==> src/rtl/arm7tdmi_fetch_buffer_if.sv <==
// Instruction-memory request/response bus between the fetch buffer (master) and imem (slave).
interface arm7tdmi_fetch_buffer_if;
   logic        req;
   logic [31:0] addr;
   logic        ack;
   logic [31:0] rdata;

   modport master (output req, output addr, input ack, input rdata);
   modport slave  (input req, input addr, output ack, output rdata);
endinterface

==> src/rtl/arm7tdmi_fetch_buffer.sv <==
// Fetch stage: one outstanding imem request at a time feeding a DEPTH-entry prefetch FIFO for decode.
// ARM7TDMI_FETCH_STATS_EN adds stat_fetched / stat_discarded ack counters.
module arm7tdmi_fetch_buffer #(
   parameter int unsigned DEPTH        = 2,
   parameter logic [31:0] RESET_VECTOR = 32'h0000_0000
) (
   input  logic                           clk,
   input  logic                           rst_n,
   arm7tdmi_fetch_buffer_if.master        imem,
   input  logic                           thumb_mode,
   input  logic                           flush,
   input  logic [31:0]                    branch_target,
   input  logic                           stall,
   output logic [31:0]                    instruction,
   output logic [31:0]                    pc_out,
   output logic                           instr_valid
`ifdef ARM7TDMI_FETCH_STATS_EN
   ,
   output logic [31:0]                    stat_fetched,
   output logic [31:0]                    stat_discarded
`endif
);

   localparam int unsigned PTR_W = (DEPTH > 1) ? $clog2(DEPTH) : 1;
   localparam int unsigned CNT_W = $clog2(DEPTH) + 1;
   localparam logic [CNT_W-1:0] DEPTH_C = CNT_W'(DEPTH);

   typedef enum logic [1:0] {
      IDLE    = 2'd0,
      WAIT    = 2'd1,
      DISCARD = 2'd2
   } state_t;

   state_t           state;
   state_t           state_nxt;
   logic             req_nxt;
   logic [31:0]      addr_nxt;

   logic [31:0]      fetch_pc;
   logic [31:0]      fetch_pc_nxt;
   logic [31:0]      pc_step;
   logic             mode_thumb;

   logic             keep_ack;
   logic             push;
   logic             pop;
   logic [31:0]      push_dat;

   logic [PTR_W-1:0] wr_ptr;
   logic [PTR_W-1:0] rd_ptr;
   logic [CNT_W-1:0] count;
   logic [31:0]      fifo_pc  [DEPTH];
   logic [31:0]      fifo_dat [DEPTH];
   logic [31:0]      hold_pc;
   logic [31:0]      hold_dat;

   // An ack in WAIT is kept only if no flush lands in the same cycle.
   assign keep_ack = imem.ack && (state == WAIT) && !flush;
   assign push     = keep_ack;
   assign pop      = instr_valid && !stall && !flush;

   assign pc_step  = mode_thumb ? 32'd2 : 32'd4;
   assign push_dat = mode_thumb
                   ? {16'h0000, (fetch_pc[1] ? imem.rdata[31:16] : imem.rdata[15:0])}
                   : imem.rdata;

   always_comb begin
      fetch_pc_nxt = fetch_pc;
      if (flush) begin
         fetch_pc_nxt = branch_target & (thumb_mode ? ~32'h1 : ~32'h3);
      end else if (keep_ack) begin
         fetch_pc_nxt = fetch_pc + pc_step;
      end
   end

   always_ff @(posedge clk or negedge rst_n) begin
      if (!rst_n) begin
         state <= IDLE;
      end else begin
         state <= state_nxt;
      end
   end

   always_comb begin
      state_nxt = state;
      req_nxt   = imem.req;
      addr_nxt  = imem.addr;
      case (state)
         IDLE: begin
            if (!flush && (count < DEPTH_C)) begin
               state_nxt = WAIT;
               req_nxt   = 1'b1;
               addr_nxt  = fetch_pc;
            end
         end
         WAIT: begin
            if (imem.ack) begin
               state_nxt = IDLE;
               req_nxt   = 1'b0;
            end else if (flush) begin
               state_nxt = DISCARD;
            end
         end
         DISCARD: begin
            if (imem.ack) begin
               state_nxt = IDLE;
               req_nxt   = 1'b0;
            end
         end
         default: begin
            state_nxt = IDLE;
            req_nxt   = 1'b0;
         end
      endcase
   end

   always_ff @(posedge clk or negedge rst_n) begin
      if (!rst_n) begin
         imem.req   <= 1'b0;
         imem.addr  <= 32'h0000_0000;
         fetch_pc   <= RESET_VECTOR;
         mode_thumb <= 1'b0;
      end else begin
         imem.req  <= req_nxt;
         imem.addr <= addr_nxt;
         fetch_pc  <= fetch_pc_nxt;
         if (flush) begin
            mode_thumb <= thumb_mode;
         end
      end
   end

   // Pointers wrap naturally because DEPTH is a power of two.
   always_ff @(posedge clk or negedge rst_n) begin
      if (!rst_n) begin
         wr_ptr <= '0;
         rd_ptr <= '0;
         count  <= '0;
      end else if (flush) begin
         wr_ptr <= '0;
         rd_ptr <= '0;
         count  <= '0;
      end else begin
         if (push) begin
            wr_ptr <= wr_ptr + 1'b1;
         end
         if (pop) begin
            rd_ptr <= rd_ptr + 1'b1;
         end
         case ({push, pop})
            2'b10:   count <= count + 1'b1;
            2'b01:   count <= count - 1'b1;
            default: count <= count;
         endcase
      end
   end

   always_ff @(posedge clk) begin
      if (push) begin
         fifo_pc[wr_ptr]  <= fetch_pc;
         fifo_dat[wr_ptr] <= push_dat;
      end
   end

   // Remember the last presented head so the outputs hold while empty.
   always_ff @(posedge clk or negedge rst_n) begin
      if (!rst_n) begin
         hold_pc  <= 32'h0000_0000;
         hold_dat <= 32'h0000_0000;
      end else if (instr_valid) begin
         hold_pc  <= fifo_pc[rd_ptr];
         hold_dat <= fifo_dat[rd_ptr];
      end
   end

   assign instr_valid = (count != '0);
   assign instruction = instr_valid ? fifo_dat[rd_ptr] : hold_dat;
   assign pc_out      = instr_valid ? fifo_pc[rd_ptr]  : hold_pc;

`ifdef ARM7TDMI_FETCH_STATS_EN
   logic drop_ack;
   assign drop_ack = imem.ack && ((state == DISCARD) || ((state == WAIT) && flush));

   always_ff @(posedge clk or negedge rst_n) begin
      if (!rst_n) begin
         stat_fetched   <= 32'h0000_0000;
         stat_discarded <= 32'h0000_0000;
      end else begin
         if (keep_ack) begin
            stat_fetched <= stat_fetched + 32'd1;
         end
         if (drop_ack) begin
            stat_discarded <= stat_discarded + 32'd1;
         end
      end
   end
`endif

endmodule

==> src/flat_wrapper.sv <==
// flat-port wrapper written by rule: the top's interface ports become plain ports
module arm7tdmi_fetch_buffer_flat 
#(
   parameter int unsigned DEPTH        = 2,
   parameter logic [31:0] RESET_VECTOR = 32'h0000_0000
)
  (clk, rst_n, thumb_mode, flush, branch_target, stall, instruction, pc_out, instr_valid, imem_req, imem_addr, imem_ack, imem_rdata);
  arm7tdmi_fetch_buffer_if imem_i ();
  input  logic clk;
  input  logic rst_n;
  input  logic thumb_mode;
  input  logic flush;
  input  logic [31:0] branch_target;
  input  logic stall;
  output logic [31:0] instruction;
  output logic [31:0] pc_out;
  output logic instr_valid;
  output wire logic [$bits(imem_i.req)-1:0] imem_req;
  output wire logic [$bits(imem_i.addr)-1:0] imem_addr;
  input wire logic [$bits(imem_i.ack)-1:0] imem_ack;
  input wire logic [$bits(imem_i.rdata)-1:0] imem_rdata;
  assign imem_req = imem_i.req;
  assign imem_addr = imem_i.addr;
  assign imem_i.ack = imem_ack;
  assign imem_i.rdata = imem_rdata;
  arm7tdmi_fetch_buffer #(.DEPTH(DEPTH), .RESET_VECTOR(RESET_VECTOR)) u_core (.clk(clk), .rst_n(rst_n), .imem(imem_i), .thumb_mode(thumb_mode), .flush(flush), .branch_target(branch_target), .stall(stall), .instruction(instruction), .pc_out(pc_out), .instr_valid(instr_valid));
endmodule
==> config.mk <==
export PLATFORM = sky130hd
export DESIGN_NAME = arm7tdmi_fetch_buffer_flat
export DESIGN_NICKNAME = d
export VERILOG_FILES = /design/src/rtl/arm7tdmi_fetch_buffer_if.sv /design/src/rtl/arm7tdmi_fetch_buffer.sv /design/src/flat_wrapper.sv
export SDC_FILE = /design/constraint.sdc
export NUM_CORES = 1
export LEC_CHECK = 0
export CELL_PAD_IN_SITES_DETAIL_PLACEMENT = 0
export CELL_PAD_IN_SITES_GLOBAL_PLACEMENT = 1
export CORE_UTILIZATION = 40
export DETAILED_ROUTE_END_ITERATION = 12
export PLACE_DENSITY_LB_ADDON = 0.15
export SKIP_LAST_GASP = 1
export SLEW_MARGIN = 40
export SYNTH_ARGS = -nofsm -noshare
export SYNTH_HDL_FRONTEND = slang
export SYNTH_SLANG_ARGS = --single-unit
==> constraint.sdc <==
create_clock -name clk -period 14.1 [get_ports clk]
set_input_delay 1.41 -clock clk [delete_from_list [all_inputs] [get_ports clk]]
set_output_delay 1.41 -clock clk [all_outputs]
set_load 0.01 [all_outputs]
==> summary.md, run 1 <==
| Metric | Value |
|---|---|
| Post-synthesis register bit count | 260 |
| F_max | 222.6 MHz |
| Commonest non-fill, non-tap cell in the layout | clkdlybuf4s50_1 |
| Max IR drop VDD | 0.00009886 V |
| CTS buffer count | 28 |
| CTS sink count | 260 |
| Largest net degree at the start of global routing | 81 |
| Clk pin slew, worst setup/hold paths | 0.06 ns |
| Fin Clk Skew | 0.01002 ns |
| Setup tns final | 0 ns |
| RSZ-0062 raised after global routing | no |
| Vias in the first global route | 6892 |
| CP arrival | 3.08 ns |
| RD Place Congestion | 0.7650 |
| Post-synthesis net count | 846 |
| PortBufs | 165 |
| Comb power frac | 29.7% |
| Crit end category | output pin |
| Core Box Area | 25330 µm² |
| I/O Pins | 168 |
| CP Launch Type | flop |
| Total global-route track usage | 17.57% |
| Final design utilization | 52.70% |
| Synth unique cells | 36 |
| Max-cap violations | 0 |
| Least-Margin Pin Slew | 0.7269 ns |
| Post-Synthesis Cells | 770 |
| DR pass1 iterations | 4 |
| Die Wd | 163.1 µm |
| CP max FO | 78 |
| Wire per inst | 17.79 µm |
| Remaining global-route overflow | 0 |
| Crit path largest cell delay | 0.66 ns |
| Post-synth EDFFs | 126 |
| Switching power | 0.7247 mW |
| Seq/Total Area, Yosys | 68.76% |
| Slew margin rel. | 51.54% |
| Post-CTS Setup Bufs | 0 |
| Initial antenna violation count | 0 |
| Die area | 26600 µm² |
| Syn_area_per_cell | 13.48 µm² |
| Nets | 1008 |
| Total leakage power | 4.936 nW |
| Slowest CP cell | buf_4 |
| Skew-Pair Late Insertion Delay | 0.53 ns |
| Sw Share | 28.99% |
| Post-CTS Resized | 0 |
| Pins Over Slew Limit | 0 |
| P per Cell Area | 187.3 nW/µm² |
| Yosys warns | 0 |
| Hpwl dp | 14890 µm |
| Final WL | 22850 µm |
| Final worst path period share | 31.86% |
| Crit path cell chain | nor2_4 > buf_4 > nand2_1 > o21ai_0 > clkdlybuf4s50_1 |
| Reg power frac | 42.4% |
| Root buf cell | clkbuf_16 |
| Layout cells sized above 1 | 12.16% |
| Most frequent cells in the layout | 164 x clkdlybuf4s50_1, 132 x dfrtp_1, 126 x edfxtp_1 |
| First-pass GRT wire length | 36630 µm |
| Status | finished, final reports clean |
| # hold bufs at CTS | 0 |
| Number of antenna-violating nets in the routed design | 0 |
| Initial DRC Count | 369 |
| Internal power | 1.775 mW |
| Clock share of power | 27.9% |
| Crit Path Class | reg -> out |
| Hold crit path type | reg -> reg |
| Mapped cell area | 10380 µm² |
| Share of synthesized registers carrying an async set or reset | 51.54% |
| Via count | 6595 |
| Final number of setup-violating endpoints | 0 |
| Layout overhead on the synthesized area | 28.60% |
| CP required | 12.69 ns |
| Number of core rows | 58 |
| Final critical-path required period | 4.492 ns |
| Endpoints failing hold | 0 |
| Primary FF master, synth | dfrtp_1 |
| Antenna fix cells | 0 |
| Die height | 163.1 µm |
| CTS HTree Levels | 1 |
| Starting Density | 40.98% |
| Clock Tree Buf Depth | 3 |
| Vias/cell | 5.136 |
| CTS tree | yes |
| Remaining routing DRC violations | 0 |
## metal layers
metal	vias up	global-route usage [%]	part of all wire, %	routed length [µm]
li1	3148	-	-	-
met1	3259	24.29	46	10620
met2	151	28.90	48	10860
met3	37	2.743	4.1	926
met4	0	4.588	1.9	442
met5	-	0	0	0
## through the flow
step / worst slack [ns] / instance area, µm² / hold WS, ns / power, mW / std cells
floorplan: 7.099 / 10380 / 0.4720 / 1.401 / 770
finish: 9.608 / 13350 / 0.4785 / 2.500 / 1284
CTS: 9.545 / 13320 / 0.4818 / 2.536 / 1283
global placement: 9.658 / 12340 / 0.4654 / 1.796 / 1228
detailed placement: 9.867 / 12430 / 0.4685 / 1.827 / 1231
global route: 9.325 / 13350 / 0.5024 / 2.637 / 1284
## final cells by class
type	count	area (µm²)
Fill cell	2113	11980
Timing Repair Buffer	175	1788
Sequential cell	260	7142
Inverter	14	52.55
Tap cell	330	412.9
Clock buffer	37	775.7
Multi-Input combinational cell	453	3062
Clock inverter	15	113.9
## cells in the mapped netlist, types with 2 or more instances
| cell | instances | share of area (%) |
|---|---|---|
| buf_2 | 2 | 0.096 |
| edfxtp_1 | 126 | 36 |
| o211ai_1 | 2 | 0.14 |
| mux2_2 | 47 | 5.1 |
| nand3_1 | 13 | 0.63 |
| xnor2_1 | 8 | 0.68 |
| inv_1 | 14 | 0.51 |
| nor3b_1 | 3 | 0.22 |
| nand2_1 | 89 | 3.2 |
| clkbuf_1 | 34 | 1.2 |
| nand4_1 | 7 | 0.42 |
| buf_1 | 5 | 0.18 |
| and3_1 | 6 | 0.36 |
| nor2_1 | 25 | 0.90 |
| or4_1 | 17 | 1.2 |
| a31oi_1 | 18 | 1.1 |
| nor2b_1 | 17 | 1.0 |
| mux2i_1 | 64 | 6.2 |
| ha_1 | 5 | 0.60 |
| nor4_1 | 2 | 0.12 |
| o31ai_1 | 12 | 0.87 |
| and2_1 | 3 | 0.18 |
| o21ai_0 | 84 | 4.1 |
| dfrtp_1 | 134 | 32 |
| nor3_1 | 5 | 0.24 |
| a21oi_1 | 10 | 0.48 |
| a31o_2 | 2 | 0.17 |
| or3_1 | 5 | 0.30 |
| buf_4 | 2 | 0.14 |
| xor2_1 | 3 | 0.25 |
## state kept, by name, summed over array words and instances (netlist names)
name	cells
u_core.fifo_dat	64
u_core.fifo_pc	62
u_core.hold_dat	32
u_core.hold_pc	32
u_core.fetch_pc	31
u_core.imem.addr	31
u_core.count	2
u_core.state	2
u_core.imem.req	1
u_core.mode_thumb	1
u_core.rd_ptr	1
u_core.wr_ptr	1
## worst max-delay path: cells and delay by family (launching register included)
kind,cells,cell delay (ns)
simple gates,2,0.62
compound gates,1,0.17
flops,1,0.48
buf+inv,2,1.28
## logic make-up (layout without fill, tap and decap cells)
kind of cell / count (synthesis) / after routing / share of synthesized area, %
adders and majority gates: 6 / 6 / 0.7957
and+or+nand+nor: 195 / 195 / 9.150
xor gates and xnor gates: 11 / 11 / 0.9283
muxes: 111 / 111 / 11.27
AOI/OAI and AO/OA: 129 / 129 / 6.896
DFF: 260 / 260 / 68.76
buffers and inverters: 57 / 241 / 2.158
other: 1 / 1 / 0.03613
## power by group through the flow
stage	Combinational, mW	Clock, mW	Sequential, mW
2_1_floorplan	0.329	0	1.07
3_3_place_gp	0.721	0	1.08
3_5_place_dp	0.751	0	1.08
4_1_cts	0.755	0.718	1.06
5_1_grt	0.811	0.746	1.08
6_report	0.742	0.697	1.06
## final timing paths
path                                          startpoint                              end  slack, ns  depth (start not counted)
max reg2reg                u_core.mode_thumb$_DFFE_PN0P_  u_core.fetch_pc[31]$_DFFE_PN0N_      10.98                          7
min in group asynchronous                          rst_n    u_core.hold_dat[17]$_DFF_PN0_       0.90                          1
max in group asynchronous                          rst_n  u_core.fetch_pc[24]$_DFFE_PN0N_      12.12                          3
max                          u_core.count[1]$_DFFE_PN0P_                       pc_out[20]       9.61                          5
min reg2reg                  u_core.hold_pc[0]$_DFF_PN0_      u_core.hold_pc[0]$_DFF_PN0_       0.48                          1
min                          u_core.hold_pc[0]$_DFF_PN0_      u_core.hold_pc[0]$_DFF_PN0_       0.48                          1
(Power assumes the default switching activity.)
==> inputs of run 2 (changes only) <==
==> constraint.sdc (replaced) <==
create_clock -name clk -period 4.65 [get_ports clk]
set_input_delay 0.465 -clock clk [delete_from_list [all_inputs] [get_ports clk]]
set_output_delay 0.465 -clock clk [all_outputs]
set_load 0.01 [all_outputs]
==> run 2 against run 1 <==
Sequential power rose to 3.0 times the previous value. Global-route usage barely moved. Sequential share of layout area fell by 0.42 points. Via count barely moved. Cell area rose by 0.80%. Total power rose to 3.1 times the previous value. Routed wire length rose by 0.39%. Clock power rose to 3.3 times the previous value. Count of clock-buffer cells in the layout fell by 1.
==> summary.md, run 2 (synthesized netlist as in run 1, its figures left out) <==
| Metric | Value |
|---|---|
| CTS buffer count | 28 |
| Reg2Reg Setup Slack | 1.58 ns |
| RSZ-0062 raised after global routing | no |
| Starting Density | 40.98% |
| First-pass GRT wire length | 36670 µm |
| Max IR drop VDD | 0.0003279 V |
| Die height | 163.1 µm |
| Top flop regs | u_core.fifo_dat x64, u_core.fifo_pc x62 |
| CP max FO | 88 |
| Tot Pwr | 7.759 mW |
| Die Wd | 163.1 µm |
| Wire per inst | 17.85 µm |
| CTS sink count | 260 |
| Via count | 6592 |
| Layout overhead on the synthesized area | 29.62% |
| Remaining routing DRC violations | 0 |
| Endpoints failing hold | 0 |
| Root buf cell | clkbuf_16 |
| Fin Clk Skew | 0.009399 ns |
| Final WL | 22940 µm |
| PortBufs | 165 |
| Nets | 1009 |
| Vias/cell | 5.130 |
| Final critical-path required period | 3.244 ns |
| Crit Path Class | reg -> out |
| CTS tree | yes |
| Largest net degree at the start of global routing | 103 |
| I/O Pins | 168 |
| Vias in the first global route | 6916 |
| Crit path largest cell delay | 0.61 ns |
| Max reg flops | 64 |
| DR pass1 iterations | 4 |
| Dpl cell area | 12430 µm² |
| CP arrival | 2.78 ns |
| Die area | 26600 µm² |
| R2r endpoint | u_core.fetch_pc[21]$_DFFE_PN0N_ |
| Total leakage power | 5.006 nW |
| Initial DRC Count | 344 |
| Crit path cell chain | nor2_4 > clkbuf_16 > buf_12 > nand2_1 > o21ai_0 > clkdlybuf4s50_1 |
| CTS HTree Levels | 1 |
| Pins Over Slew Limit | 0 |
| Hold Path End | u_core.count[0]$_DFFE_PN0P_ |
| Hpwl dp | 14560 µm |
| Crit-path leading delay family | buffers and inverters |
| CP Launch Type | flop |
| Slowest CP cell | clkdlybuf4s50_1 |
| Status | finished, final reports clean |
| Least-Margin Pin Slew | 0.6356 ns |
| Design area | 13450 µm² |
| WHS Path Cells | 2 |
| Final number of setup-violating endpoints | 0 |
| Core Box Area | 25330 µm² |
| Clock Tree Buf Depth | 3 |
| Total global-route track usage | 17.60% |
| Worst Hold Slack | 0.3702 ns |
| Antenna fix cells | 0 |
| CP required | 4.18 ns |
| Number of core rows | 58 |
| Hold crit path type | in -> reg |
| Most frequent cells in the layout | 163 x clkdlybuf4s50_1, 132 x dfrtp_1, 126 x edfxtp_1 |
| Layout cells sized above 1 | 12.25% |
| Buffers & Inverters on Critical Path | 3 |
| Clk pin slew, worst setup/hold paths | 0.06 ns |
| HP Start | flush |
| RD Place Congestion | 0.7743 |
| Number of antenna-violating nets in the routed design | 0 |
| Setup tns final | 0 ns |
| Final worst path period share | 69.77% |
| Commonest non-fill, non-tap cell in the layout | clkdlybuf4s50_1 |
| Max-cap violations | 0 |
| Reg2Reg Launch Point | u_core.mode_thumb$_DFFE_PN0P_ |
| Remaining global-route overflow | 0 |
| Slew margin rel. | 57.63% |
| P per Cell Area | 576.7 nW/µm² |
| F_max | 308.2 MHz |
| Worst R2R Path Depth | 7 |
| Initial antenna violation count | 0 |
| Skew-Pair Late Insertion Delay | 0.53 ns |
| Crit end category | output pin |
| Biggest register | u_core.fifo_dat |
## run 2: cell count changes in the layout (fill, tap and decap cells not counted), sizes merged
cell and delta:
clkinvlp -5, bufinv +3, clkinv +2, buf +1, clkbuf -1, clkdlybuf4s50 -1, dlygate4sd3 +1, inv +1
## run 2: worst max-delay path by stage
stage / slack, ns / cells after the start / startpoint / end
finish: 1.41 / 6 / u_core.count[1]$_DFFE_PN0P_ / pc_out[10]
global route: 1.22 / 6 / u_core.count[1]$_DFFE_PN0P_ / pc_out[10]
CTS: 1.17 / 5 / u_core.count[1]$_DFFE_PN0P_ / pc_out[10]
detailed placement: 1.55 / 7 / u_core.mode_thumb$_DFFE_PN0P_ / u_core.fetch_pc[21]$_DFFE_PN0N_
global placement: 1.33 / 7 / u_core.mode_thumb$_DFFE_PN0P_ / u_core.fetch_pc[31]$_DFFE_PN0N_
floorplan: 0.69 / 5 / u_core.state[1]$_DFFE_PN0P_ / u_core.fifo_dat[1][0]$_DFFE_PP_
## run 2: report_power, final
part | switching [mW] | internal (mW) | total [mW]
logic | 1.06 | 1.20 | 2.26
registers | 0.249 | 2.96 | 3.21
clock network | 0.883 | 1.41 | 2.29
## run 2: metal layers
| layer | up-vias | GRT usage [%] | wire [µm] | part of all wire [%] |
|---|---|---|---|---|
| li1 | 3138 | - | - | - |
| met3 | 28 | 2.869 | 1006 | 4.4 |
| met4 | 0 | 4.545 | 414 | 1.8 |
| met2 | 164 | 28.84 | 10870 | 47 |
| met1 | 3262 | 24.35 | 10640 | 46 |
| met5 | - | 0 | 0 | 0 |
## run 2: final cells by class
class / instances / area, µm²
inverters: 14 / 52.55
clock inverters: 16 / 182.7
clock buffers: 36 / 782.0
flip-flops and latches: 260 / 7142
repair buffers: 176 / 1819
fillers: 2109 / 11870
multi-input cells: 453 / 3062
well taps: 330 / 412.9
## run 2: stage by stage
| stage | cells | setup WS [ns] | util (%) |
|---|---|---|---|
| final | 1285 | 1.406 | 53.12 |
| after global routing | 1285 | 1.221 | 53.12 |
| after CTS | 1282 | 1.171 | 52.89 |
| after detailed placement | 1230 | 1.552 | 49.08 |
| after global placement | 1228 | 1.327 | 48.84 |
| after floorplan | 770 | 0.6855 | - |
## run 2: repair_timing
action | CTS | global route
hold endpoints to repair | 0 | 35
buffers inserted | 0 | 0
endpoints found under the setup margin | 0 | 0
resized for setup | 0 | 0
hold buffers | 0 | 1
